**config.mk**
```make
export PLATFORM = sky130hd
export DESIGN_NAME = aer_rr_arbiter
export DESIGN_NICKNAME = d
export VERILOG_FILES = /design/src/rtl/aer_rr_arbiter.sv
export SDC_FILE = /design/constraint.sdc
export NUM_CORES = 1
export LEC_CHECK = 0
export CAP_MARGIN = 20
export CORE_UTILIZATION = 58
export CTS_BUF_LIST = sky130_fd_sc_hd__clkbuf_16
export DETAILED_ROUTE_END_ITERATION = 6
export PLACE_DENSITY = 0.85
export SLEW_MARGIN = 20
export SYNTH_ARGS = -nofsm -noshare
export SYNTH_HDL_FRONTEND = slang
export SYNTH_SLANG_ARGS = --single-unit
```
**constraint.sdc**
```tcl
create_clock -name clk -period 8 [get_ports clk]
set_input_delay 1.6 -clock clk [delete_from_list [all_inputs] [get_ports clk]]
set_output_delay 1.6 -clock clk [all_outputs]
set_load 0.01 [all_outputs]
```
**src/rtl/aer_rr_arbiter.sv**
```systemverilog
// aer_rr_arbiter: round-robin spike arbiter emitting events over a 4-phase req/ack AER link
module aer_rr_arbiter #(
  parameter int N_NEURONS = 16,
  parameter int ADDR_W = 4,
  parameter int DROP_W = 8
) (
  input  logic                 clk,
  input  logic                 rst,
  input  logic [N_NEURONS-1:0] spikes_in,
  input  logic                 aer_ack,
  output logic                 aer_req,
  output logic [ADDR_W-1:0]    aer_addr,
  output logic [N_NEURONS-1:0] pending,
  output logic                 busy,
  output logic [DROP_W-1:0]    drop_cnt
);
  localparam int SW = DROP_W + ADDR_W + 1;
  localparam logic [SW-1:0] DROP_MAX = SW'((64'd1 << DROP_W) - 64'd1);
  typedef enum logic [1:0] {IDLE, REQ, ACK_WAIT} state_t;
  state_t state;
  logic [ADDR_W-1:0] rr_ptr, sel;
  logic [N_NEURONS-1:0] clr, drops;
  logic [SW-1:0] drop_sum;
  assign clr = (state == REQ && aer_ack) ? N_NEURONS'(1) << aer_addr : '0;
  assign drops = spikes_in & pending & ~clr;
  assign drop_sum = SW'(drop_cnt) + SW'($countones(drops));
  assign busy = state != IDLE;
  always_comb begin
    sel = rr_ptr;
    for (int k = N_NEURONS - 1; k >= 0; k--)
      if (pending[rr_ptr + ADDR_W'(k)]) sel = rr_ptr + ADDR_W'(k);
  end
  always_ff @(posedge clk) begin
    if (rst) begin
      state    <= IDLE;
      pending  <= '0;
      rr_ptr   <= '0;
      aer_req  <= 1'b0;
      aer_addr <= '0;
      drop_cnt <= '0;
    end else begin
      pending  <= (pending & ~clr) | spikes_in;
      drop_cnt <= drop_sum > DROP_MAX ? DROP_MAX[DROP_W-1:0] : drop_sum[DROP_W-1:0];
      case (state)
        IDLE: if (|pending && !aer_ack) begin
          aer_addr <= sel;
          aer_req  <= 1'b1;
          state    <= REQ;
        end
        REQ: if (aer_ack) begin
          aer_req <= 1'b0;
          rr_ptr  <= aer_addr + ADDR_W'(1);
          state   <= ACK_WAIT;
        end
        ACK_WAIT: if (!aer_ack) state <= IDLE;
        default: state <= IDLE;
      endcase
    end
  end
endmodule

```
==> results, run 1 <==
- Each instance of the synthesized netlist takes up on average 8.72 sq um.
- The kind of cell with the highest combined delay along the critical path is adder cells.
- The post-synthesis instance total is 483.
- The net switching power is 355 uW.
- The portion of total power attributed to the clock network is 21.4%.
- Entering global routing, the biggest net connects 39 pins.
- For this run, the register share of the synthesized area comes to 16.6%.
- When the netlist entered floorplanning its net count stood at about 540.
- The worst max-slew margin expressed relative to the limit is between 30% and 40%.
- The first-pass iteration count of the detailed router is 6.
- In the global route stage, overall resource usage came out at between 30% and 40%.
- Of the total power, combinational logic draws 53.0%.
- The level count of the clock H-tree is 2.
- After routing the design area is between 4000 and 5000 sq um.
- After synthesis the netlist holds a flip-flop and latch count of 35.
- Cell internal power was estimated by the tool at 523 uW.
- The number of global-route vias before repair was approximately 4000.
- In the final layout, the share of cells above drive strength 1 is between 10 and 15%.
- The die covers around 7600 sq um.
- In this run the critical register-to-register path is launched from state[0].
- The overall routed net length is between 10 and 15 mm.
- The stage delay of the slowest cell on the critical path is 570 ps.
- The repair_antennas step left the layout with diodes totalling 0.
- Once the clock tree was built, the setup fixing pass inserted 0 buffers.
- The register area is 701 sq um.
- The total area of multi-input combinational cells is 3270 sq um.
- In this run, post-CTS hold repair placed 0 buffers.
- The reported max-cap violation count is 0.
- The region available for standard cell placement spans approximately 7000 sq um.
- The final weighted congestion of routability-driven global placement is 0.973.
- The number of antenna violations at the first check in global routing is 0.
- Across the routed clock network, the largest skew measured is 3.31 ps.
- The deepest clock path buffer count is 2.
- Setup violations remaining at the end of the flow were counted as 0.
- The top achievable clock speed is 142 MHz.
- Together, buffers and inverters on the worst path number 6.
- In this run the remaining antenna-violating nets after routing total 0.
- The count of buffers from port buffering is 48.
- IR analysis of the VDD net gives a maximum drop of between 0.2 and 0.25 mV.
- At the end of the flow the core is filled with cells to 70.7%.
- The run finished with clean final reports.
- After filler insertion, the fill cell instance count of the layout stands at around 580.
- The height of the die is 87.2 um.
- The transition time at the pin with the least slew margin is just under 1000 ps.
- Using the TritonRoute via totals, the vias-per-cell ratio works out to approximately 6.6.
- The DRC violation count after routing is 0.
- The per-cell routed wire length is roughly 20 um.
- The number of top-level design ports is 49.
- The kind of path behind the tightest hold check is reg -> reg.
- After detailed placement, the total cell area comes to between 4000 and 5000 sq um.
- STA classifies the critical path endpoint as a flip-flop.
- The final hold violation count is 0.
- The worst path uses between 80% and 90% of the clock period.
- The number of sinks handled by clock tree synthesis is 35.
- On the critical path, the stage with the largest delay is an instance of sky130_fd_sc_hd__fa_1.
- The cell sitting at the root of the clock tree is a sky130_fd_sc_hd__clkbuf_16.
- The endpoint identified for the worst register-to-register timing path is drop_cnt[1].
- The worst-case reg-to-reg path depth is 22.
- In this run, CTS created clock tree buffers numbering 5.
- Among all flip-flop cells after synthesis, the most frequent one is sky130_fd_sc_hd__dfxtp_1.
- The most common cell after layout, fill and taps aside is sky130_fd_sc_hd__nor2_1.
- The total via count after detailed routing is 4038.
- The worst hold path terminates at aer_req.
- The post-layout minimum cycle time is ~7000 ps.
- The data required time at the worst endpoint is 8210 ps.
- The clock reaches the later pin of the worst-skew pair after around 280 ps.
- The sum of overflow across all layers after global routing is 0.
- The initial utilization of the core area, before any placement, comes to between 60% and 70%.
- The number of max-slew violations in the final report was 0.
- The signal arrival time at the worst endpoint is 7240 ps.
- The final layout contains between 500 and 600 nets.
- The clock slew at the register clock pins of the worst setup and hold paths is 60 ps.
- The worst hold path begins at aer_req.
- The floorplan has 30 rows.
- The first global-routing pass estimated 19.5 mm of wire.
- Gates resized during post-CTS repair numbered 0.
- The cell with the most instances on the worst path is sky130_fd_sc_hd__fa_1.
- For this design the static power due to leakage is 1.92 nW.
- Summed over all nets, the half-perimeter wirelength after detailed placement is 9.02 mm.
- Setup repair after global routing left no endpoint under its margin.
- The accumulated negative setup slack is 0 ps.
- Measured along the x axis, the die boundary spans 87.2 um.
- The async set or reset register ratio after synthesis is 0%.
- Sequential cells burn 25.5% of the power.
- The library cells used most frequently in the layout, excluding fill and tap cells, are sky130_fd_sc_hd__nor2_1, sky130_fd_sc_hd__clkdlybuf4s50_1, sky130_fd_sc_hd__dfxtp_1, sky130_fd_sc_hd__inv_1.
- The signal on the critical path passes through clkdlybuf4s50_1 > nand2_1 > or2_2 > nor3_1 > a21boi_0 > and2_1 > fa_1 > inv_1 > fa_1 > fa_1 > inv_1 > fa_1 > fa_1 > inv_1 > fa_1 > inv_1 > a21oi_1 > o21ai_0 > a21o_1 > nand2_1 > inv_1 > nand3_1 > a21oi_1.
- During synthesis, Yosys emitted a total of 0 warnings.
- The post-synthesis cell area is 4210 sq um.
- By startpoint and endpoint, the worst setup path is classified as in -> reg.
- Relative to the synthesized area, the layout overhead comes to 15.9%.
- The distinct cell type count of the synthesized netlist is just under 60.
- The DRC violation total after the first TritonRoute iteration is 397.
- The CTS tree is done.
- Net switching is 40.4% of the power.
- The synthesized design contains 0 enable-type register cells.
- Along the worst path, the maximum fanout reaches 7.
- Power spread over the standard cell area amounts to 180 nW/um^2.
- Setup slack on the worst reg-to-reg path comes out at 2400 ps.
- The launching element type of the critical path is a primary input.
- Counting instances, the worst hold path has a depth of 2.
==> cell usage after synthesis, types with 3 or more instances <==
cell | instances | share of area [%]
sky130_fd_sc_hd__clkbuf_1 | 17 | 1.5
sky130_fd_sc_hd__o32ai_1 | 3 | 0.62
sky130_fd_sc_hd__dfxtp_1 | 35 | 17
sky130_fd_sc_hd__buf_2 | 3 | 0.36
sky130_fd_sc_hd__nor4_1 | 5 | 0.74
sky130_fd_sc_hd__nor3_1 | 11 | 1.3
sky130_fd_sc_hd__a211oi_1 | 11 | 2.0
sky130_fd_sc_hd__a21boi_0 | 14 | 2.5
sky130_fd_sc_hd__ha_1 | 21 | 6.2
sky130_fd_sc_hd__nand2_1 | 33 | 2.9
sky130_fd_sc_hd__nor2b_1 | 5 | 0.74
sky130_fd_sc_hd__and3_1 | 4 | 0.59
sky130_fd_sc_hd__nand3b_1 | 4 | 0.71
sky130_fd_sc_hd__mux2_2 | 14 | 3.7
sky130_fd_sc_hd__o21ai_0 | 20 | 2.4
sky130_fd_sc_hd__nor2_1 | 58 | 5.2
sky130_fd_sc_hd__mux4_1 | 7 | 4.4
sky130_fd_sc_hd__a21oi_1 | 33 | 3.9
sky130_fd_sc_hd__xor2_1 | 4 | 0.83
sky130_fd_sc_hd__xnor2_1 | 11 | 2.3
sky130_fd_sc_hd__inv_1 | 34 | 3.0
sky130_fd_sc_hd__or2_2 | 3 | 0.45
sky130_fd_sc_hd__fa_1 | 12 | 5.7
sky130_fd_sc_hd__mux4_2 | 23 | 12
sky130_fd_sc_hd__nand3_1 | 8 | 0.95
sky130_fd_sc_hd__o221ai_1 | 3 | 0.62
sky130_fd_sc_hd__o22ai_1 | 4 | 0.59
sky130_fd_sc_hd__nand4_1 | 3 | 0.45
sky130_fd_sc_hd__and2_1 | 11 | 1.6
sky130_fd_sc_hd__mux2i_1 | 28 | 6.7
sky130_fd_sc_hd__nand2b_1 | 3 | 0.45
==> flip-flops by register name (all words and copies together) (netlist names) <==
| signal | cells |
|---|---|
| aer_addr | 4 |
| state | 2 |
| aer_req | 1 |
| drop_cnt | 8 |
| pending | 16 |
| rr_ptr | 4 |
==> cell families after synthesis <==
group | share of synthesized area, %
XOR/XNOR | 3.50
buffers and inverters | 5.88
flip-flops | 16.6
multiplexers | 27.7
adder cells (fa/ha/maj) | 11.9
AO/OA/AOI/OAI | 16.8
AND/OR/NAND/NOR | 17.5
==> worst register-to-register path, delay by kind of cell, from the launching register on <==
kind	cells	cell delay [ps]
DFF	1	400
AOI/OAI and AO/OA	5	870
buffers and inverters	5	310
adders and majority gates	6	2700
and+or+nand+nor	6	1260
==> power by group through the flow <==
stage               Sequential (mW)  Combinational [mW]  Clock, mW
global route                  0.226               0.517      0.198
global placement              0.226               0.448          0
floorplan                     0.223               0.329          0
CTS                           0.223               0.462      0.190
finish                        0.224               0.465      0.188
detailed placement            0.226               0.459          0
==> metal layers <==
metal  routed length (um)  GRT usage (%)  part of all wire (%)  up-vias
met1                 4720           40.0                    39     1912
met2                 5980           58.4                    50      232
met4                  468           15.9                   3.9        0
li1                     -              -                     -     1845
met5                    0              0                     0        -
met3                  862           4.27                   7.2       49
==> how the worst max path moves through the flow <==
stage	startpoint	depth (start not counted)	to	slack [ps]
finish	aer_ack	23	drop_cnt[1]	980
global route	aer_ack	23	drop_cnt[1]	570
CTS	aer_ack	23	drop_cnt[0]	980
detailed placement	aer_ack	23	drop_cnt[1]	740
global placement	aer_ack	23	drop_cnt[1]	960
floorplan	aer_ack	23	drop_cnt[0]	1630
==> cell type report <==
| cell class | instances | area share [%] |
|---|---|---|
| Sequential cell | 35 | 14.3 |
| Tap cell | 96 | 2.46 |
| Clock buffer | 5 | 2.56 |
| Inverter | 36 | 2.77 |
| Timing Repair Buffer | 53 | 10.6 |
| Multi-Input combinational cell | 388 | 66.9 |
| Clock inverter | 3 | 0.410 |
==> per-stage QoR <==
| stage | cells | power, mW | hold slack, ps | setup slack (ps) |
|---|---|---|---|---|
| 2_1_floorplan | 483 | 0.552 | 481 | 1630 |
| 3_3_place_gp | 608 | 0.674 | 480 | 964 |
| 3_5_place_dp | 608 | 0.684 | 484 | 741 |
| 4_1_cts | 616 | 0.875 | 492 | 978 |
| 5_1_grt | 616 | 0.941 | 518 | 567 |
| 6_report | 616 | 0.877 | 485 | 975 |
(Power assumes the default switching activity.)
==> run 2: changes to the inputs <==
--- a/config.mk
+++ b/config.mk
@@ -6,11 +6,13 @@
 export NUM_CORES = 1
 export LEC_CHECK = 0
 export CAP_MARGIN = 20
-export CORE_UTILIZATION = 58
+export CELL_PAD_IN_SITES_DETAIL_PLACEMENT = 1
+export CELL_PAD_IN_SITES_GLOBAL_PLACEMENT = 1
+export CORE_ASPECT_RATIO = 0.8
+export CORE_UTILIZATION = 44
 export CTS_BUF_LIST = sky130_fd_sc_hd__clkbuf_16
 export DETAILED_ROUTE_END_ITERATION = 6
 export PLACE_DENSITY = 0.85
-export SLEW_MARGIN = 20
 export SYNTH_ARGS = -nofsm -noshare
 export SYNTH_HDL_FRONTEND = slang
 export SYNTH_SLANG_ARGS = --single-unit
==> run 2 against run 1 <==
Against the previous run: the flow now finishes with violations (DRC); final area up 0.82%; cell count rose by 2.9%; clock skew grew 1.7 ps; register-to-register slack lost 170 ps; first-iteration DRC count fell by 4.3%; global-route usage down 3.0 points; via count grew 0.35%; worst hold slack worse by 2.4 ps; critical path depth unchanged; largest cell class unchanged; largest power group unchanged.
==> results, run 2 (synthesis gave the netlist of run 1 again) <==
- The total of fill cells in the finished design is 1064.
- The worst-case reg-to-reg path depth is 22.
- The level count of the clock H-tree is 2.
- Dividing the detail-routed wire length by the instance count gives 23.0 um.
- For this run, the top clock speed supported by timing is 139 MHz.
- The number of max-slew violations in the final report is 0.
- The launching element type of the critical path is a primary input.
- VDD sags by at most ~0.093 mV.
- The number of setup violations in the final report is 0.
- The number of antenna violations at the first check in global routing is 0.
- The maximum number of pins on one net before global-route repair is 39.
- The clock period could shrink to 7190 ps.
- The number of buffers inserted by hold repair at cts is 0.
- The number of sinks handled by clock tree synthesis is 35.
- The tool flagged a number of max-cap violations equal to 0.
- The worst setup path is captured at a flip-flop.
- The maximum fanout along the worst path is 7.
- For this design the static power due to leakage is about 1.9 nW.
- Setup repair after global routing left no endpoint under its margin.
- The via density per instance is 6.39.
- In this run the clock root is driven by a sky130_fd_sc_hd__clkbuf_16.
- The startpoint of the worst register-to-register path is state[0].
- The transition time at the pin with the least slew margin is 1050 ps.
- The number of buffers created by CTS is 5.
- The first-pass iteration count of the detailed router is 7.
- The checks that failed: DRC.
- 49 I/O pins were placed.
- The overall power of the completed layout is 959 uW.
- The proportion of layout cells with a drive suffix above 1 is 10.8%.
- The signal arrival time at the worst endpoint is 7400 ps.
- Including well taps, the total number of placed cells is about 630.
- The library cells used most frequently in the layout, excluding fill and tap cells, are sky130_fd_sc_hd__nor2_1, sky130_fd_sc_hd__clkdlybuf4s50_1, sky130_fd_sc_hd__dfxtp_1, sky130_fd_sc_hd__inv_1.
- The clock passes through at most 2 buffers.
- Compared with the post-synthesis result, the final layout area differs by 16.9%.
- The clock network latency to the later pin of the worst-skew pair is 290 ps.
- Once layout is complete, the cells apart from fillers number 634.
- The most critical setup path has its endpoint at drop_cnt[0].
- For the final database, setup skew stands at around 5 ps.
- Post-CTS repair changed the size of 0 cells.
- The CTS tree is done.
- Leaving out fill and tap cells, the most frequent cell in the layout is sky130_fd_sc_hd__nor2_1.
- The endpoint of the lowest-slack register-to-register path is drop_cnt[0].
- For this configuration, the core starts out at a cell density of 45.8%.
- Dividing total power by cell area gives a power density of 195 nW/um^2.
- The data required time at the worst endpoint is 8210 ps.
- The flow ran to the end, but the final reports show violations.
- The overall global routing resource usage is 30.2%.
- Before CTS, the worst setup slack after placement is 680 ps.
- The min-delay analysis places its worst path in the category reg -> reg.
- For this run the aggregate overflow at the end of global routing stands at 0.
- The final cycle utilization of the critical path is 89.8%.
- The post-DP HPWL is ~11 mm.
- From bottom edge to top edge, the die measures 89.5 um.
- The flip-flop count of the largest register after layout is 16.
- The total via count after detailed routing is 4052.
- The detail route stage leaves a number of antenna-violating nets equal to 0.
- For this run, the share of the core covered by cells in the final layout is 53.6%.
- The number of antenna cells inserted is 0.
- The clock slew at the register clock pins of the worst setup and hold paths is 60 ps.
- The register with the most flip-flops in the final layout is pending.
- The final layout contains 570 nets.
- Setup slack on the critical path of the routed design comes to 814 ps.
- The core region is 9190 sq um.
- The critical path in this run is classified as in -> reg.
- The number of global-route vias before repair came to approximately 4100.
- Summing all multi-input logic gate instances after layout gives 3270 sq um.
- The chip width is 111 um.
- The first-pass GRT wire length is 22.9 mm.
- In this run the post-CTS setup repair buffer count came out at 0.
- The final hold violation count is 0.
- The sequential cells in the finished layout cover a total of 701 sq um.
- The number of rows in the core area is 31.
- The slack of the worst reg-to-reg path is 2230 ps.
- The total die area is about 10000 sq um.
- The critical path starts at aer_ack.
- Summed over all layers, the routed wires come to 14.6 mm.
- The worst max-slew margin expressed relative to the limit is 29.4%.
- Input and output buffers added on the ports amount to 48.
- In the final layout, the registers with the most flip-flops are pending: 16 flops, drop_cnt: 8 flops.
- The detailed router finished its first iteration with 380 violations.
- For this run, design rule violations remaining after detail routing come to 3.
- The congestion estimate from routability-driven global placement came to 0.940.
- The accumulated negative setup slack is 0 ps.
==> run 2: cell count changes in the layout (fill, tap and decap cells not counted), sizes merged <==
| cell | change |
|---|---|
| buf | -1 |
| bufinv | +1 |
| clkinv | +1 |
| clkinvlp | -2 |
==> run 2: stage by stage <==
stage          hold slack, ps  cell area (sq um)
3_3_place_gp              476               4760
5_1_grt                   514               4920
6_report                  482               4920
3_5_place_dp              471               4760
2_1_floorplan             481               4210
4_1_cts                   485               4920
==> run 2: worst min-delay path by stage <==
stage / end / startpoint / slack (ps) / cells after the start
4_1_cts: aer_req / aer_req / 490 / 2
5_1_grt: aer_req / aer_req / 510 / 2
2_1_floorplan: aer_req / aer_req / 480 / 2
6_report: aer_req / aer_req / 480 / 2
3_5_place_dp: aer_req / aer_req / 470 / 2
3_3_place_gp: aer_req / aer_req / 480 / 2
==> run 2: power by group <==
group,switching (mW),total [mW],internal (mW)
sequential,0.0379,0.232,0.194
combinational,0.278,0.499,0.221
clock,0.0811,0.228,0.147
==> run 2: layout make-up <==
cell class / instances / share of cell area (%)
Clock buffer: 5 / 2.54
Clock inverter: 3 / 0.889
Inverter: 36 / 2.74
Multi-Input combinational cell: 388 / 66.3
Sequential cell: 35 / 14.2
Tap cell: 115 / 2.92
Timing Repair Buffer: 52 / 10.4
==> run 2: critical path, stage by stage <==
cell	delay, ps
sky130_fd_sc_hd__clkdlybuf4s50_1	520
sky130_fd_sc_hd__nand2_1	80
sky130_fd_sc_hd__or2_2	350
sky130_fd_sc_hd__nor3_1	290
sky130_fd_sc_hd__a21boi_0	170
sky130_fd_sc_hd__and2_1	200
sky130_fd_sc_hd__fa_1	540
sky130_fd_sc_hd__inv_1	60
sky130_fd_sc_hd__fa_1	470
sky130_fd_sc_hd__fa_1	550
sky130_fd_sc_hd__inv_1	70
sky130_fd_sc_hd__fa_1	580
sky130_fd_sc_hd__fa_1	230
sky130_fd_sc_hd__inv_1	80
sky130_fd_sc_hd__fa_1	410
sky130_fd_sc_hd__inv_1	90
sky130_fd_sc_hd__a21oi_1	70
sky130_fd_sc_hd__o21ai_0	310
sky130_fd_sc_hd__a21o_1	170
sky130_fd_sc_hd__nand2_1	80
sky130_fd_sc_hd__inv_1	90
sky130_fd_sc_hd__nand3_1	190
sky130_fd_sc_hd__a21oi_1	210
==> run 2: metal layers <==
layer  GRT usage (%)  up-vias  share of wire [%]
met5               0        -                  0
met4            9.09        0                1.7
met3            6.92       25                8.1
met2            48.2      181                 45
met1            41.2     2008                 46
li1                -     1838                  -
